$ cat src/rtl/program_loader_if.sv
// Host/RAM-side signal bundle for program_loader.
// slave  : the loader (consumes host pins, drives RAM write port and status).
// master : the host/environment side.
interface program_loader_if #(
  parameter int unsigned ADDR_WIDTH = 4
);
  logic                  prog_mode;
  logic                  strobe;
  logic [3:0]            nibble_in;
  logic [ADDR_WIDTH-1:0] ram_addr;
  logic [7:0]            ram_data;
  logic                  ram_we;
  logic                  hold_n;
  logic                  ack;
  logic                  done;
  logic [7:0]            checksum;

  modport slave (
    input  prog_mode, strobe, nibble_in,
    output ram_addr, ram_data, ram_we, hold_n, ack, done, checksum
  );

  modport master (
    output prog_mode, strobe, nibble_in,
    input  ram_addr, ram_data, ram_we, hold_n, ack, done, checksum
  );
endinterface

$ cat src/rtl/program_loader.sv
// program_loader: fills the program RAM from host pins, one byte per
// high/low nibble pair, holding the CPU for the whole session.
// Optional feature macro: LOADER_CHECKSUM_EN (running byte sum on checksum).
module program_loader #(
  parameter int unsigned ADDR_WIDTH  = 4,
  parameter int unsigned SYNC_STAGES = 2
) (
  input  logic             clk,
  input  logic             rst_n,
  program_loader_if.slave  bus
);

  localparam logic [2:0] S_IDLE  = 3'd0;
  localparam logic [2:0] S_HI    = 3'd1;
  localparam logic [2:0] S_LO    = 3'd2;
  localparam logic [2:0] S_WRITE = 3'd3;
  localparam logic [2:0] S_DONE  = 3'd4;

  logic [SYNC_STAGES-1:0] pm_sync_q, pm_sync_d;
  logic [SYNC_STAGES-1:0] st_sync_q, st_sync_d;
  logic                   pm_prev_q, pm_prev_d;
  logic                   st_prev_q, st_prev_d;
  logic                   pm_s, st_s;
  logic                   pm_rise, pm_fall, st_rise;

  logic [2:0]             state_q, state_d;
  logic [ADDR_WIDTH-1:0]  addr_q, addr_d;
  logic [7:0]             data_q, data_d;
  logic                   ack_q, ack_d;
  logic                   done_q, done_d;

  // Synchroniser shift and edge detection against the previous synced value
  always_comb begin
    pm_sync_d = {pm_sync_q[SYNC_STAGES-2:0], bus.prog_mode};
    st_sync_d = {st_sync_q[SYNC_STAGES-2:0], bus.strobe};
    pm_s      = pm_sync_q[SYNC_STAGES-1];
    st_s      = st_sync_q[SYNC_STAGES-1];
    pm_prev_d = pm_s;
    st_prev_d = st_s;
    pm_rise   = pm_s & ~pm_prev_q;
    pm_fall   = ~pm_s & pm_prev_q;
    st_rise   = st_s & ~st_prev_q;
  end

  // Synchroniser and edge-detect registers
  always_ff @(posedge clk or negedge rst_n) begin
    if (!rst_n) begin
      pm_sync_q <= '0;
      st_sync_q <= '0;
      pm_prev_q <= 1'b0;
      st_prev_q <= 1'b0;
    end else begin
      pm_sync_q <= pm_sync_d;
      st_sync_q <= st_sync_d;
      pm_prev_q <= pm_prev_d;
      st_prev_q <= st_prev_d;
    end
  end

  // Load FSM: session start, nibble capture, write, completion and abort
  always_comb begin
    state_d = state_q;
    addr_d  = addr_q;
    data_d  = data_q;
    ack_d   = ack_q;
    done_d  = done_q;
    case (state_q)
      S_IDLE: begin
        if (pm_rise) begin
          state_d = S_HI;
          addr_d  = '0;
          done_d  = 1'b0;
        end
      end
      S_HI: begin
        // mode fall wins over a strobe edge seen on the same clock
        if (pm_fall) begin
          state_d = S_IDLE;
        end else if (st_rise) begin
          data_d[7:4] = bus.nibble_in;
          ack_d       = ~ack_q;
          state_d     = S_LO;
        end
      end
      S_LO: begin
        if (pm_fall) begin
          state_d = S_IDLE;
        end else if (st_rise) begin
          data_d[3:0] = bus.nibble_in;
          ack_d       = ~ack_q;
          state_d     = S_WRITE;
        end
      end
      S_WRITE: begin
        if (pm_fall) begin
          state_d = S_IDLE;
        end else if (addr_q == '1) begin
          state_d = S_DONE;
          done_d  = 1'b1;
        end else begin
          addr_d  = addr_q + ADDR_WIDTH'(1);
          state_d = S_HI;
        end
      end
      S_DONE: begin
        if (pm_fall) begin
          state_d = S_IDLE;
        end
      end
      default: state_d = S_IDLE;
    endcase
  end

  // FSM and datapath registers
  always_ff @(posedge clk or negedge rst_n) begin
    if (!rst_n) begin
      state_q <= S_IDLE;
      addr_q  <= '0;
      data_q  <= '0;
      ack_q   <= 1'b0;
      done_q  <= 1'b0;
    end else begin
      state_q <= state_d;
      addr_q  <= addr_d;
      data_q  <= data_d;
      ack_q   <= ack_d;
      done_q  <= done_d;
    end
  end

`ifdef LOADER_CHECKSUM_EN
  logic [7:0] csum_q, csum_d;

  // Running sum of bytes written this session, cleared at session start
  always_comb begin
    csum_d = csum_q;
    if (state_q == S_IDLE && pm_rise) begin
      csum_d = '0;
    end else if (state_q == S_WRITE) begin
      csum_d = csum_q + data_q;
    end
  end

  // Checksum register
  always_ff @(posedge clk or negedge rst_n) begin
    if (!rst_n) begin
      csum_q <= '0;
    end else begin
      csum_q <= csum_d;
    end
  end

  assign bus.checksum = csum_q;
`else
  assign bus.checksum = '0;
`endif

  assign bus.ram_addr = addr_q;
  assign bus.ram_data = data_q;
  assign bus.ram_we   = (state_q == S_WRITE);
  assign bus.hold_n   = (state_q == S_IDLE);
  assign bus.ack      = ack_q;
  assign bus.done     = done_q;

endmodule

$ cat src/flat_wrapper.sv
// flat-port wrapper written by rule: the top's interface ports become plain ports
module program_loader_flat 
#(
  parameter int unsigned ADDR_WIDTH  = 4,
  parameter int unsigned SYNC_STAGES = 2
)
  (clk, rst_n, bus_prog_mode, bus_strobe, bus_nibble_in, bus_ram_addr, bus_ram_data, bus_ram_we, bus_hold_n, bus_ack, bus_done, bus_checksum);
  program_loader_if #(.ADDR_WIDTH(ADDR_WIDTH)) bus_i ();
  input  logic clk;
  input  logic rst_n;
  input wire logic [$bits(bus_i.prog_mode)-1:0] bus_prog_mode;
  input wire logic [$bits(bus_i.strobe)-1:0] bus_strobe;
  input wire logic [$bits(bus_i.nibble_in)-1:0] bus_nibble_in;
  output wire logic [$bits(bus_i.ram_addr)-1:0] bus_ram_addr;
  output wire logic [$bits(bus_i.ram_data)-1:0] bus_ram_data;
  output wire logic [$bits(bus_i.ram_we)-1:0] bus_ram_we;
  output wire logic [$bits(bus_i.hold_n)-1:0] bus_hold_n;
  output wire logic [$bits(bus_i.ack)-1:0] bus_ack;
  output wire logic [$bits(bus_i.done)-1:0] bus_done;
  output wire logic [$bits(bus_i.checksum)-1:0] bus_checksum;
  assign bus_i.prog_mode = bus_prog_mode;
  assign bus_i.strobe = bus_strobe;
  assign bus_i.nibble_in = bus_nibble_in;
  assign bus_ram_addr = bus_i.ram_addr;
  assign bus_ram_data = bus_i.ram_data;
  assign bus_ram_we = bus_i.ram_we;
  assign bus_hold_n = bus_i.hold_n;
  assign bus_ack = bus_i.ack;
  assign bus_done = bus_i.done;
  assign bus_checksum = bus_i.checksum;
  program_loader #(.ADDR_WIDTH(ADDR_WIDTH), .SYNC_STAGES(SYNC_STAGES)) u_core (.clk(clk), .rst_n(rst_n), .bus(bus_i));
endmodule
$ cat config.mk
export PLATFORM = sky130hd
export DESIGN_NAME = program_loader_flat
export DESIGN_NICKNAME = d
export VERILOG_FILES = /design/src/rtl/program_loader_if.sv /design/src/rtl/program_loader.sv /design/src/flat_wrapper.sv
export SDC_FILE = /design/constraint.sdc
export NUM_CORES = 1
export LEC_CHECK = 0
export CELL_PAD_IN_SITES_DETAIL_PLACEMENT = 1
export CELL_PAD_IN_SITES_GLOBAL_PLACEMENT = 2
export CORE_UTILIZATION = 32
export DETAILED_ROUTE_END_ITERATION = 8
export PLACE_DENSITY_LB_ADDON = 0.1
export SLEW_MARGIN = 20
export SYNTH_ARGS = -nofsm -noshare
export SYNTH_HDL_FRONTEND = slang
export SYNTH_SLANG_ARGS = --single-unit
$ cat constraint.sdc
create_clock -name clk -period 3.6 [get_ports clk]
set_clock_uncertainty 0.1 [all_clocks]
set_input_delay 0.72 -clock clk [delete_from_list [all_inputs] [get_ports clk]]
set_output_delay 0.72 -clock clk [all_outputs]
set_load 0.1 [all_outputs]
## After elaboration in Yosys (flattened, before gate mapping)

Index checks and enable logic that the tools add are counted.

| storage, ports and cells | value |
|---|---|
| latch bits | 0 |
| ROM bits | 0 |
| memories kept | 0 |
| flip-flop bits (word level) | 23 |
| memory bits (writable) | 0 |

| cells by class | value |
|---|---|
| shift operators | 0 |
| divide/modulo/power cells | 0 |
| muxes and demuxes | 17 |
| reduce and logical (&&, ||, !) cells | 9 |
| order comparisons | 0 |
| eq/ne operators | 12 |
| multipliers | 0 |
| add/sub/neg operators | 1 |
| bitwise logic cells | 8 |

Operator list:

| kind | count |
|---|---|
| $mux W3 | 8 |
| $pmux W3 S5 | 1 |
| $mux W4 | 3 |
| $reduce_and A4 Y1 | 3 |
| $reduce_and A3 Y1 | 3 |
| $pmux W4 S2 | 1 |
| $eq A3 B2 Y1 const B | 2 |
| $ne A2 B1 Y1 const B | 3 |
| $ne A3 B1 Y1 const B | 2 |
| $not A1 Y1 | 5 |
| $add A4 B1 Y4 const B | 1 |
| $eq A4 B4 Y1 const B | 1 |
| $ne A2 B2 Y1 const B | 2 |
| $and A1 B1 Y1 | 3 |
| $eq A3 B1 Y1 const B | 1 |
| $eq A3 B3 Y1 const B | 1 |
| $logic_not A3 Y1 | 1 |
| $mux W1 | 3 |
| $pmux W1 S2 | 1 |
| $reduce_bool A2 Y1 | 1 |
| $reduce_or A2 Y1 | 1 |

## Depth between registers and ports, before layout

Gate-level depths: netlist (run 1).

| depth | value |
|---|---|
| word-level depth | 5 |
| mapped depth | 5 |
| depth with buffers taken out | 5 |

## Least setup slack after synthesis (run 1)

Ideal clock, no wire load.

| timing | value |
|---|---|
| path type | register to register |
| from | register u_core.state_q[0] |
| to | register u_core.done_q, in the netlist u_core.bus.done |
| cell stages (with the launch flop) | 5 |
| period minus slack after synthesis | 3.539 ns |
| library setup time | 0.123 ns |
| path slack | 0.061 ns |
| data arrival time | 3.316 ns |
| cells stage by stage | dfrtp_1 -> buf_4 -> nor3_1 -> nand3b_1 -> a22o_1 |

| on the way | value |
|---|---|
| cells in the longest elaborated chain, start to end | 3 |
| elaborated cells between the ends (all ways) | 8 |
| classes of those cells | eq/ne: 4; mux: 1; reduce/logical: 3 |

Ends and longest elaborated chain:

| element | line | text |
|---|---|---|
| from (decl) | program_loader.sv:26 | `logic [2:0] state_q, state_d;` |
| from (signal assigned) | program_loader.sv:123 | `state_q <= state_d;` |
| $logic_not A3 Y1 * | - |  |
| net bus_hold_n | flat_wrapper.sv:17 | `output wire logic [$bits(bus_i.hold_n)-1:0] bus_hold_n;` |
| $ne A2 B1 Y1 (no source line) / $reduce_bool A2 Y1 (equally long branches) | - |  |
| $reduce_and A4 Y1 (no source line) | - |  |
| to (signal assigned) | program_loader.sv:127 | `done_q <= done_d;` |
| to (decl) | program_loader.sv:30 | `logic done_q, done_d;` |

Mark *: on every way through the listed nets, which the timed path passes. The rest lies on a longest branch.
A chain may end at the register's enable or synchronous reset.

## Final worst setup path (run 1)

| timing | value |
|---|---|
| from | register u_core.addr_q[3], in the netlist u_core.bus.ram_addr[3] |
| to | output port bus_ram_addr[3] |

RTL lines:

| element | line | text |
|---|---|---|
| from (decl) | program_loader.sv:27 | `logic [ADDR_WIDTH-1:0] addr_q, addr_d;` |
| from (signal assigned) | program_loader.sv:124 | `addr_q <= addr_d;` |
| to (decl) | flat_wrapper.sv:14 | `output wire logic [$bits(bus_i.ram_addr)-1:0] bus_ram_addr;` |

No word-level cell between the ends.

==> results by group, run 1 <==
Status
  – Outcome: finished clean

Setup path
  – CP startpoint kind: flop
  – Req. time, crit path: ~2.8 ns
  – Worst path bufs/invs: 1
  – Crit end category: output port
  – Critical path class: reg2out
  – Slowest cell on the critical path: clkdlybuf4s50_1
  – Top delay family on crit path: buffers and inverters
  – Crit path arrival time: between 1.5 and 2 ns
  – Crit-path max cell delay: between 1 and 1.5 ns
  – R2R cell count: 5
  – Crit Path Max Fanout: 5
  – Worst path cell trace: clkdlybuf4s50_1
  – Crit path depth: 1

CTS
  – CTS tree: yes
  – CTS Buf Count: 3
  – TritonCTS sink count: 23
  – CTS max path bufs: 2
  – Hold_buf cts: 0
  – Skew-Pair Late Insertion Delay: around 0.31 ns
  – Clock slew at reported path FFs: approximately 0.13 ns
  – Post-CTS Setup Inserts: 0
  – CTS H-tree lvls: 1
  – Cts repair resizes: 0
  – CTS Root Cell: clkbuf_4

GRT
  – Initial antenna violation count: 0
  – Vias in the first global route: 700
  – First-pass GRT wire length: about 3.4 mm
  – Largest net degree at the start of global routing: 24
  – GRT Overall Usage: 0.128
  – Grt total ovfl: 0

Timing
  – PnR worst setup slack: 0.895 ns
  – Tcrit/Tclk final: 0.752
  – Max Clock Freq: ~370 MHz
  – Final Critical Period: 2.71 ns
  – Worst-Margin Slew: 0.968 ns
  – Relative slew slack: 0.352
  – Fin Hold WS: 0.258 ns
  – RSZ-0062 raised after global routing: no
  – Final setup fails: 0
  – Endpoints failing hold: 0
  – Slew Limit Fails: 0
  – Setup TNS: 0 ns

Logic synthesis
  – Post-Syn Area: approximately 0.0011 mm²
  – Seq cells post-synth: 23
  – Avg Synthesized Cell Area: between 10 and 15 µm²
  – Sequential-to-total area share from yosys stat: 0.528
  – Mapped Cells: 89
  – Unique masters post-synth: 33
  – Ys Warns: 0

Finish
  – Finished Core Util: 0.422
  – Area growth, synth to finish: 22.0%
  – Commonest non-fill, non-tap cell in the layout: dfrtp_1
  – Share of cells above drive strength 1: 0.223
  – Leading cell types in the layout, fill and taps excluded: dfrtp_1, clkdlybuf4s50_1, mux2_2, conb_1, nand2_1
  – Antenna cells: 0
  – Final nets: between 100 and 150

Detailed routing
  – Wire length per cell: 12.9 µm
  – Drc violations: 0
  – DR pass1 iterations: 2
  – Vias: a little over 700
  – DRT iter0 DRCs: 19
  – Post-route ant nets: 0
  – Vias per cell: between 4 and 5
  – Drt total wl: 2.01 mm

Die
  – Row Count: 20
  – Core box area: around 0.0032 mm²
  – Die Span X: around 60 µm
  – Die area: 0.00365 mm²
  – I/O pins: 32
  – Height of the die: approximately 60 µm
  – Initial Util: 0.346

Placed design
  – I/O Buffers: 23
  – DP Worst Slack: roughly 1.3 ns
  – RD Place Congestion: around 0.64
  – Post-DP HPWL: around 1.5 mm

Min path
  – Hold Path Class: in2async

Run
  – Max-Cap Viols: 0
-- flip-flops by register name (all words and copies together), names as in the netlist --
name                 count
u_core.pm_sync_q         2
u_core.st_sync_q         2
u_core.bus.ram_data      8
u_core.state_q           3
u_core.st_prev_q         1
u_core.bus.ack           1
u_core.bus.done          1
u_core.pm_prev_q         1
u_core.bus.ram_addr      4
-- final timing paths --
path,from,endpoint,slack [ns]
max,u_core.bus.ram_addr[3],bus_ram_addr[3],0.89
min,rst_n,u_core.bus.ram_data[4],0.26
max reg2reg,u_core.bus.ram_addr[0],u_core.state_q[0],1.87
min reg2reg,u_core.st_sync_q[0],u_core.st_sync_q[1],0.27
max in group asynchronous,rst_n,u_core.bus.ram_addr[2],2.79
min in group clk,u_core.st_sync_q[0],u_core.st_sync_q[1],0.27
-- Yosys cell counts --
cell / instances / share of area
a21oi_1: 2 / 0.0092
a22oi_1: 1 / 0.0069
nor3_1: 2 / 0.0092
ha_1: 1 / 0.011
buf_4: 9 / 0.062
or2b_1: 2 / 0.014
dfrtp_1: 23 / 0.53
mux2_2: 8 / 0.083
mux2i_1: 2 / 0.018
nor2_1: 4 / 0.014
nand3b_1: 3 / 0.021
nand2b_1: 4 / 0.023
a211oi_1: 1 / 0.0069
o21ai_0: 2 / 0.0092
nand3b_2: 1 / 0.010
nor2b_1: 1 / 0.0057
o32ai_1: 1 / 0.0080
nor2_4: 2 / 0.021
nor4_4: 1 / 0.019
a22o_1: 1 / 0.0080
o221a_2: 1 / 0.010
nand2_4: 1 / 0.010
and3_1: 1 / 0.0057
buf_6: 1 / 0.010
a221o_1: 1 / 0.0092
conb_1: 1 / 0.0034
nor2b_2: 1 / 0.0080
nand4_1: 1 / 0.0057
xor2_1: 1 / 0.0080
nor4b_1: 1 / 0.0080
buf_2: 1 / 0.0046
nand2_1: 6 / 0.021
o211a_1: 1 / 0.0092
-- kinds of logic (layout without fill, tap and decap cells) --
family / Yosys count / after routing / share of synthesized area
multiplexers: 10 / 10 / 0.101
AO/OA/AOI/OAI: 11 / 11 / 0.0768
adder cells (fa/ha/maj): 1 / 1 / 0.0115
AND/OR/NAND/NOR: 31 / 31 / 0.195
flip-flops: 23 / 23 / 0.528
XOR/XNOR: 1 / 1 / 0.00803
other: 1 / 8 / 0.00344
buffers and inverters: 11 / 27 / 0.0768
-- through the flow --
stage,cell area [µm²],cells
after floorplan,1120,96
after global placement,1310,152
after detailed placement,1310,152
after CTS,1340,156
after global routing,1330,156
final,1330,156
-- per-layer routing --
metal	GRT usage	vias up	part of all wire
met2	0.187	17	0.47
met5	0	-	0
met3	0.0256	4	0.032
li1	-	341	-
met4	0.0598	0	0.0095
met1	0.181	354	0.49
-- area by class of cell --
cell class | instances | area (µm²)
Clock buffer | 3 | 22.5
Clock inverter | 1 | 7.51
Fill cell | 366 | 1820
Multi-Input combinational cell | 62 | 458
Sequential cell | 23 | 576
Tap cell | 44 | 55.1
Timing Repair Buffer | 23 | 213
Power of run 1 is left out: the tool's default activity adds up to more than one toggle a clock period on the data nets, which glitch-free logic cannot reach.
==> run 2: changes to the inputs <==
--- a/config.mk
+++ b/config.mk
@@ -7,7 +7,7 @@
 export LEC_CHECK = 0
 export CELL_PAD_IN_SITES_DETAIL_PLACEMENT = 1
 export CELL_PAD_IN_SITES_GLOBAL_PLACEMENT = 2
-export CORE_UTILIZATION = 32
+export CORE_UTILIZATION = 26
 export DETAILED_ROUTE_END_ITERATION = 8
 export PLACE_DENSITY_LB_ADDON = 0.1
 export SLEW_MARGIN = 20
==> constraint.sdc (replaced) <==
create_clock -name clk -period 2.4 [get_ports clk]
set_clock_uncertainty 0.1 [all_clocks]
set_input_delay 0.48 -clock clk [delete_from_list [all_inputs] [get_ports clk]]
set_output_delay 0.48 -clock clk [all_outputs]
set_load 0.1 [all_outputs]
==> run 2 against run 1 <==
Worst setup slack lost 0.52 ns; cell area grew 3.4%; flip-flop and latch count is the same; core utilization shrank 8.1 points; global-route usage shrank 2.2 points; sequential share of layout area shrank 1.4 points; hold slack lost 0.0097 ns; cell count grew 4.5%; via count grew 0.98%; critical endpoint is now bus_ram_we; non-clock buffer count grew 1; die area grew 22%; critical path depth grew 2.
==> results by group, run 2 (synthesized netlist as in run 1, its figures left out) <==
Status
  – Outcome: finished clean

GRT
  – GRT Overall Usage: 0.106 (-0.0219)
  – First-pass GRT wire length: 3.46 mm (+1.8%)
  – Initial antenna violation count: 0 (unchanged)
  – Vias in the first global route: 725 (+3.6%)
  – Grt total ovfl: 0 (unchanged)
  – Largest net degree at the start of global routing: 24 (unchanged)

Finish
  – Commonest non-fill, non-tap cell in the layout: dfrtp_1
  – Max reg flops: 8 (unchanged)
  – Fillers: 468 (+28%)
  – Leading cell types in the layout, fill and taps excluded: dfrtp_1, buf_4, mux2_2, conb_1, clkdlybuf4s50_1
  – Area growth, synth to finish: 26.1%
  – Final nets: 123 (+0.82%)
  – FF+latch area: 576 µm² (unchanged)
  – Antenna cells: 0 (unchanged)
  – Share of cells above drive strength 1: 0.327 (+0.104)
  – Multi-input gate area: 469 µm² (+2.5%)

Die
  – Initial Util: 0.271 (-0.0752)
  – I/O pins: 32 (unchanged)
  – Die Span X: 66.8 µm (+11%)
  – Die area: 0.00446 mm² (+22%)
  – Core box area: 0.00403 mm² (+28%)
  – Height of the die: 66.8 µm (+11%)
  – Row Count: 23 (+15%)

Detailed routing
  – Post-route ant nets: 0 (unchanged)
  – Vias: 723 (+0.98%)
  – DR pass1 iterations: 2 (unchanged)
  – DRT iter0 DRCs: 17 (-2)
  – Drc violations: 0 (unchanged)
  – Drt total wl: 2.07 mm (+3.0%)
  – Wire length per cell: 12.7 µm (-1.4%)
  – Vias per cell: 4.44 (-3.4%)

Timing
  – Max Clock Freq: 494 MHz
  – Final setup fails: 0 (unchanged)
  – Final Critical Period: approximately 2.0 ns
  – Slew Limit Fails: 0 (unchanged)
  – Fin Hold WS: 0.249 ns (-0.00966 ns)
  – RSZ-0062 raised after global routing: no
  – Tcrit/Tclk final: 0.843
  – Endpoints failing hold: 0 (unchanged)

CTS
  – CTS H-tree lvls: 1 (unchanged)
  – Skew-Pair Late Insertion Delay: 0.27 ns (-0.04 ns)
  – CTS tree: yes
  – CTS Buf Count: 3 (unchanged)
  – CTS Root Cell: clkbuf_8
  – Cts repair resizes: 0 (unchanged)
  – TritonCTS sink count: 23 (unchanged)
  – Hold_buf cts: 0 (unchanged)
  – CTS max path bufs: 2 (unchanged)
  – Clock slew at reported path FFs: 0.09 ns (-0.04 ns)
  – Post-CTS Setup Inserts: 0 (unchanged)

Placed design
  – RD Place Congestion: 0.766 (+20%)
  – Post-DP HPWL: 1.53 mm (+2.8%)
  – I/O Buffers: 23 (unchanged)

Setup path
  – Crit end category: output port
  – Crit Path Max Fanout: 11 (+6)
  – Req. time, crit path: 1.82 ns (-0.96 ns)
  – Crit path arrival time: 1.44 ns (-0.45 ns)
  – Crit path launch: u_core.state_q[1]
  – R2R Setup Slk: 0.71 ns (-1.16 ns)
  – Worst reg2reg path startpoint: u_core.state_q[2]
  – CP startpoint kind: flop
  – Critical path class: reg2out

Min path
  – Hold Path Class: reg2reg
  – Hold Crit Start: u_core.st_sync_q[0]

Run
  – Max-Cap Viols: 0 (unchanged)
==> run 2: metrics by stage <==
stage               worst slack [ns]  setup TNS [ns]  cell area (µm²)   util  instances
detailed placement             0.678               0             1330  0.330        159
CTS                            0.367               0             1380  0.342        163
global route                   0.284               0             1380  0.342        163
floorplan                   -0.00362        -0.00362             1130      -         96
global placement               0.684               0             1330  0.330        159
finish                         0.376               0             1380  0.342        163
==> run 2: worst paths after layout <==
check | end | cells after the start
min reg2reg | u_core.st_sync_q[1] | 0
min | u_core.st_sync_q[1] | 0
max reg2reg | u_core.bus.ram_data[6] | 3
max in group asynchronous | u_core.st_sync_q[0] | 2
max | bus_ram_we | 3
min in group asynchronous | u_core.state_q[1] | 2
==> run 2: layout make-up <==
| cell class | count | area share |
|---|---|---|
| clock buffers | 3 | 0.0300 |
| clock inverters | 1 | 0.00364 |
| repair buffers | 24 | 0.162 |
| flip-flops and latches | 23 | 0.418 |
| multi-input cells | 62 | 0.341 |
| well taps | 50 | 0.0455 |
==> run 2: worst max-delay path, stage by stage, from the launching register on <==
cell     delay, ns
dfrtp_1       0.60
nand2_4       0.11
nor2_1        0.24
buf_12        0.21
==> run 2: routing by layer <==
metal  global-route usage  wire length [µm]
met2                0.167              1040
met5                    0                 0
met4               0.0479                19
met1                0.137               941
met3               0.0223                64
Power of run 2 is left out for the same reason.
==> run 3: changes to the inputs <==
==> constraint.sdc (replaced) <==
create_clock -name clk -period 1.8 [get_ports clk]
set_clock_uncertainty 0.1 [all_clocks]
set_input_delay 0.36 -clock clk [delete_from_list [all_inputs] [get_ports clk]]
set_output_delay 0.36 -clock clk [all_outputs]
set_load 0.1 [all_outputs]
==> run 3 against run 2 <==
Worst setup slack got worse by 0.29 ns; first-iteration DRC count decreased by 5.9%; core utilization increased by 5.9 points; global-route usage increased by 1.0 points; cell count increased by 2.5%; hold slack got worse by 0.0093 ns; flip-flop and latch count unchanged; wire length increased by 10%; die area unchanged; via count increased by 4.0%.
==> results by group, run 3 (synthesized netlist as in run 1, its figures left out) <==
Min path
  – Hold Path Class: in2async

Status
  – Outcome: finished clean

Detailed routing
  – Post-route ant nets: 0 (unchanged)
  – Wire length per cell: 13.7 µm (+7.8%)
  – Drt total wl: 2.29 mm (+10%)
  – DR pass1 iterations: 4 (+2)
  – Vias per cell: 4.50 (+1.5%)
  – Vias: 752 (+4.0%)
  – Drc violations: 0 (unchanged)
  – DRT iter0 DRCs: 16 (-1)

Die
  – Height of the die: 66.8 µm (unchanged)
  – Core box area: 0.00403 mm² (unchanged)
  – Initial Util: 0.271 (unchanged)
  – Die area: 0.00446 mm² (unchanged)
  – Die Span X: 66.8 µm (unchanged)
  – I/O pins: 32 (unchanged)
  – Row Count: 23 (unchanged)

Timing
  – Final Critical Period: roughly 1.7 ns
  – Setup TNS: 0 ns (unchanged)
  – Final setup fails: 0 (unchanged)
  – Max Clock Freq: 583 MHz
  – Fin Hold WS: 0.240 ns (-0.00932 ns)
  – Tcrit/Tclk final: 0.953
  – Endpoints failing hold: 0 (unchanged)
  – PnR worst setup slack: 0.0852 ns (-0.291 ns)
  – Slew Limit Fails: 0 (unchanged)
  – RSZ-0062 raised after global routing: no

CTS
  – CTS tree: yes
  – Hold_buf cts: 0 (unchanged)
  – CTS Root Cell: clkbuf_8
  – Clock slew at reported path FFs: 0.09 ns (about the same)
  – CTS Buf Count: 3 (unchanged)
  – Skew-Pair Late Insertion Delay: 0.26 ns (about the same)
  – TritonCTS sink count: 23 (unchanged)
  – CTS max path bufs: 2 (unchanged)
  – CTS H-tree lvls: 1 (unchanged)

Setup path
  – Critical path class: reg2reg
  – Crit path arrival time: 1.78 ns (+0.34 ns)
  – Top delay family on crit path: flip-flops
  – CP startpoint kind: flop
  – Worst path bufs/invs: 0 (-1)
  – Worst path cell trace: ha_4 > and3_1 > nand2b_1 > a221o_1 > o32ai_1
  – Crit-path max cell delay: 0.52 ns (-0.08 ns)
  – Slowest cell on the critical path: dfrtp_4
  – Crit Path Max Fanout: 4 (-7)
  – Req. time, crit path: 1.86 ns (+0.04 ns)
  – Crit end category: flop

GRT
  – Initial antenna violation count: 0 (unchanged)
  – GRT Overall Usage: 0.116 (+0.0100)
  – Grt total ovfl: 0 (unchanged)
  – First-pass GRT wire length: 3.80 mm (+9.8%)
  – Vias in the first global route: 773 (+6.6%)
  – Largest net degree at the start of global routing: 19 (-21%)

Finish
  – Commonest non-fill, non-tap cell in the layout: dfrtp_1
  – Final nets: 127 (+3.3%)
  – Antenna cells: 0 (unchanged)
  – Share of cells above drive strength 1: 0.410 (+0.0828)
  – Max reg flops: 8 (unchanged)
  – Area growth, synth to finish: 48.1%
  – Fillers: 440 (-6.0%)
  – Leading cell types in the layout, fill and taps excluded: dfrtp_1, buf_12, mux2_2, conb_1, clkdlybuf4s50_1

Run
  – Max-Cap Viols: 0 (unchanged)

Placed design
  – RD Place Congestion: 0.664 (-13%)
  – I/O Buffers: 23 (unchanged)
  – DP Worst Slack: 0.0985 ns (-0.579 ns)
  – Post-DP HPWL: 1.76 mm (+15%)
## run 3: cell types whose count changed in the layout (fill, tap and decap cells not counted)
cell	delta
buf_12	+14
buf_4	-10
clkinv_2	-1
clkinvlp_4	+1
dfrtp_1	-5
dfrtp_2	+3
dfrtp_4	+2
ha_1	-1
ha_4	+1
nor2_1	-1
nor2_4	+1
## run 3: layer usage
layer / GRT usage / up-vias / share of wire
li1: - / 353 / -
met1: 0.166 / 381 / 0.44
met2: 0.176 / 16 / 0.52
met3: 0.0205 / 2 / 0.034
met4: 0.0319 / 0 / 0.0035
met5: 0 / - / 0
## run 3: path summary, 6_finish.rpt
kind | from | endpoint | slack [ns] | cells after the start
hold reg to reg | u_core.st_sync_q[0] | u_core.st_sync_q[1] | 0.26 | 0
hold / removal | rst_n | u_core.bus.done | 0.24 | 1
max in group asynchronous | rst_n | u_core.state_q[0] | 0.80 | 2
setup / recovery | u_core.bus.ram_addr[1] | u_core.state_q[0] | 0.09 | 5
setup reg to reg | u_core.bus.ram_addr[1] | u_core.state_q[0] | 0.09 | 5
min in group clk | u_core.st_sync_q[0] | u_core.st_sync_q[1] | 0.26 | 0
## run 3: final cells by class
class	count	area [µm²]	share of cell area
clock inverters	1	7.51	0.00465
well taps	50	62.6	0.0387
multi-input cells	62	489	0.303
clock buffers	3	41.3	0.0256
repair buffers	28	428	0.265
flip-flops and latches	23	587	0.363
## run 3: through the flow
step | std cells | area, µm² | utilization
2_1_floorplan | 96 | 1160 | -
3_5_place_dp | 162 | 1560 | 0.387
4_1_cts | 166 | 1610 | 0.399
3_3_place_gp | 162 | 1560 | 0.387
5_1_grt | 167 | 1620 | 0.401
6_report | 167 | 1620 | 0.401
## run 3: what timing repair did
item	CTS	global route
setup endpoints to repair	0	3
resized for setup	0	1
setup buffers	0	1
## run 3: worst reg2reg max path: stages, from the launching register on
cell	delay (ns)
dfrtp_4	0.52
ha_4	0.17
and3_1	0.20
nand2b_1	0.16
a221o_1	0.34
o32ai_1	0.12
Power of run 3 is left out for the same reason.
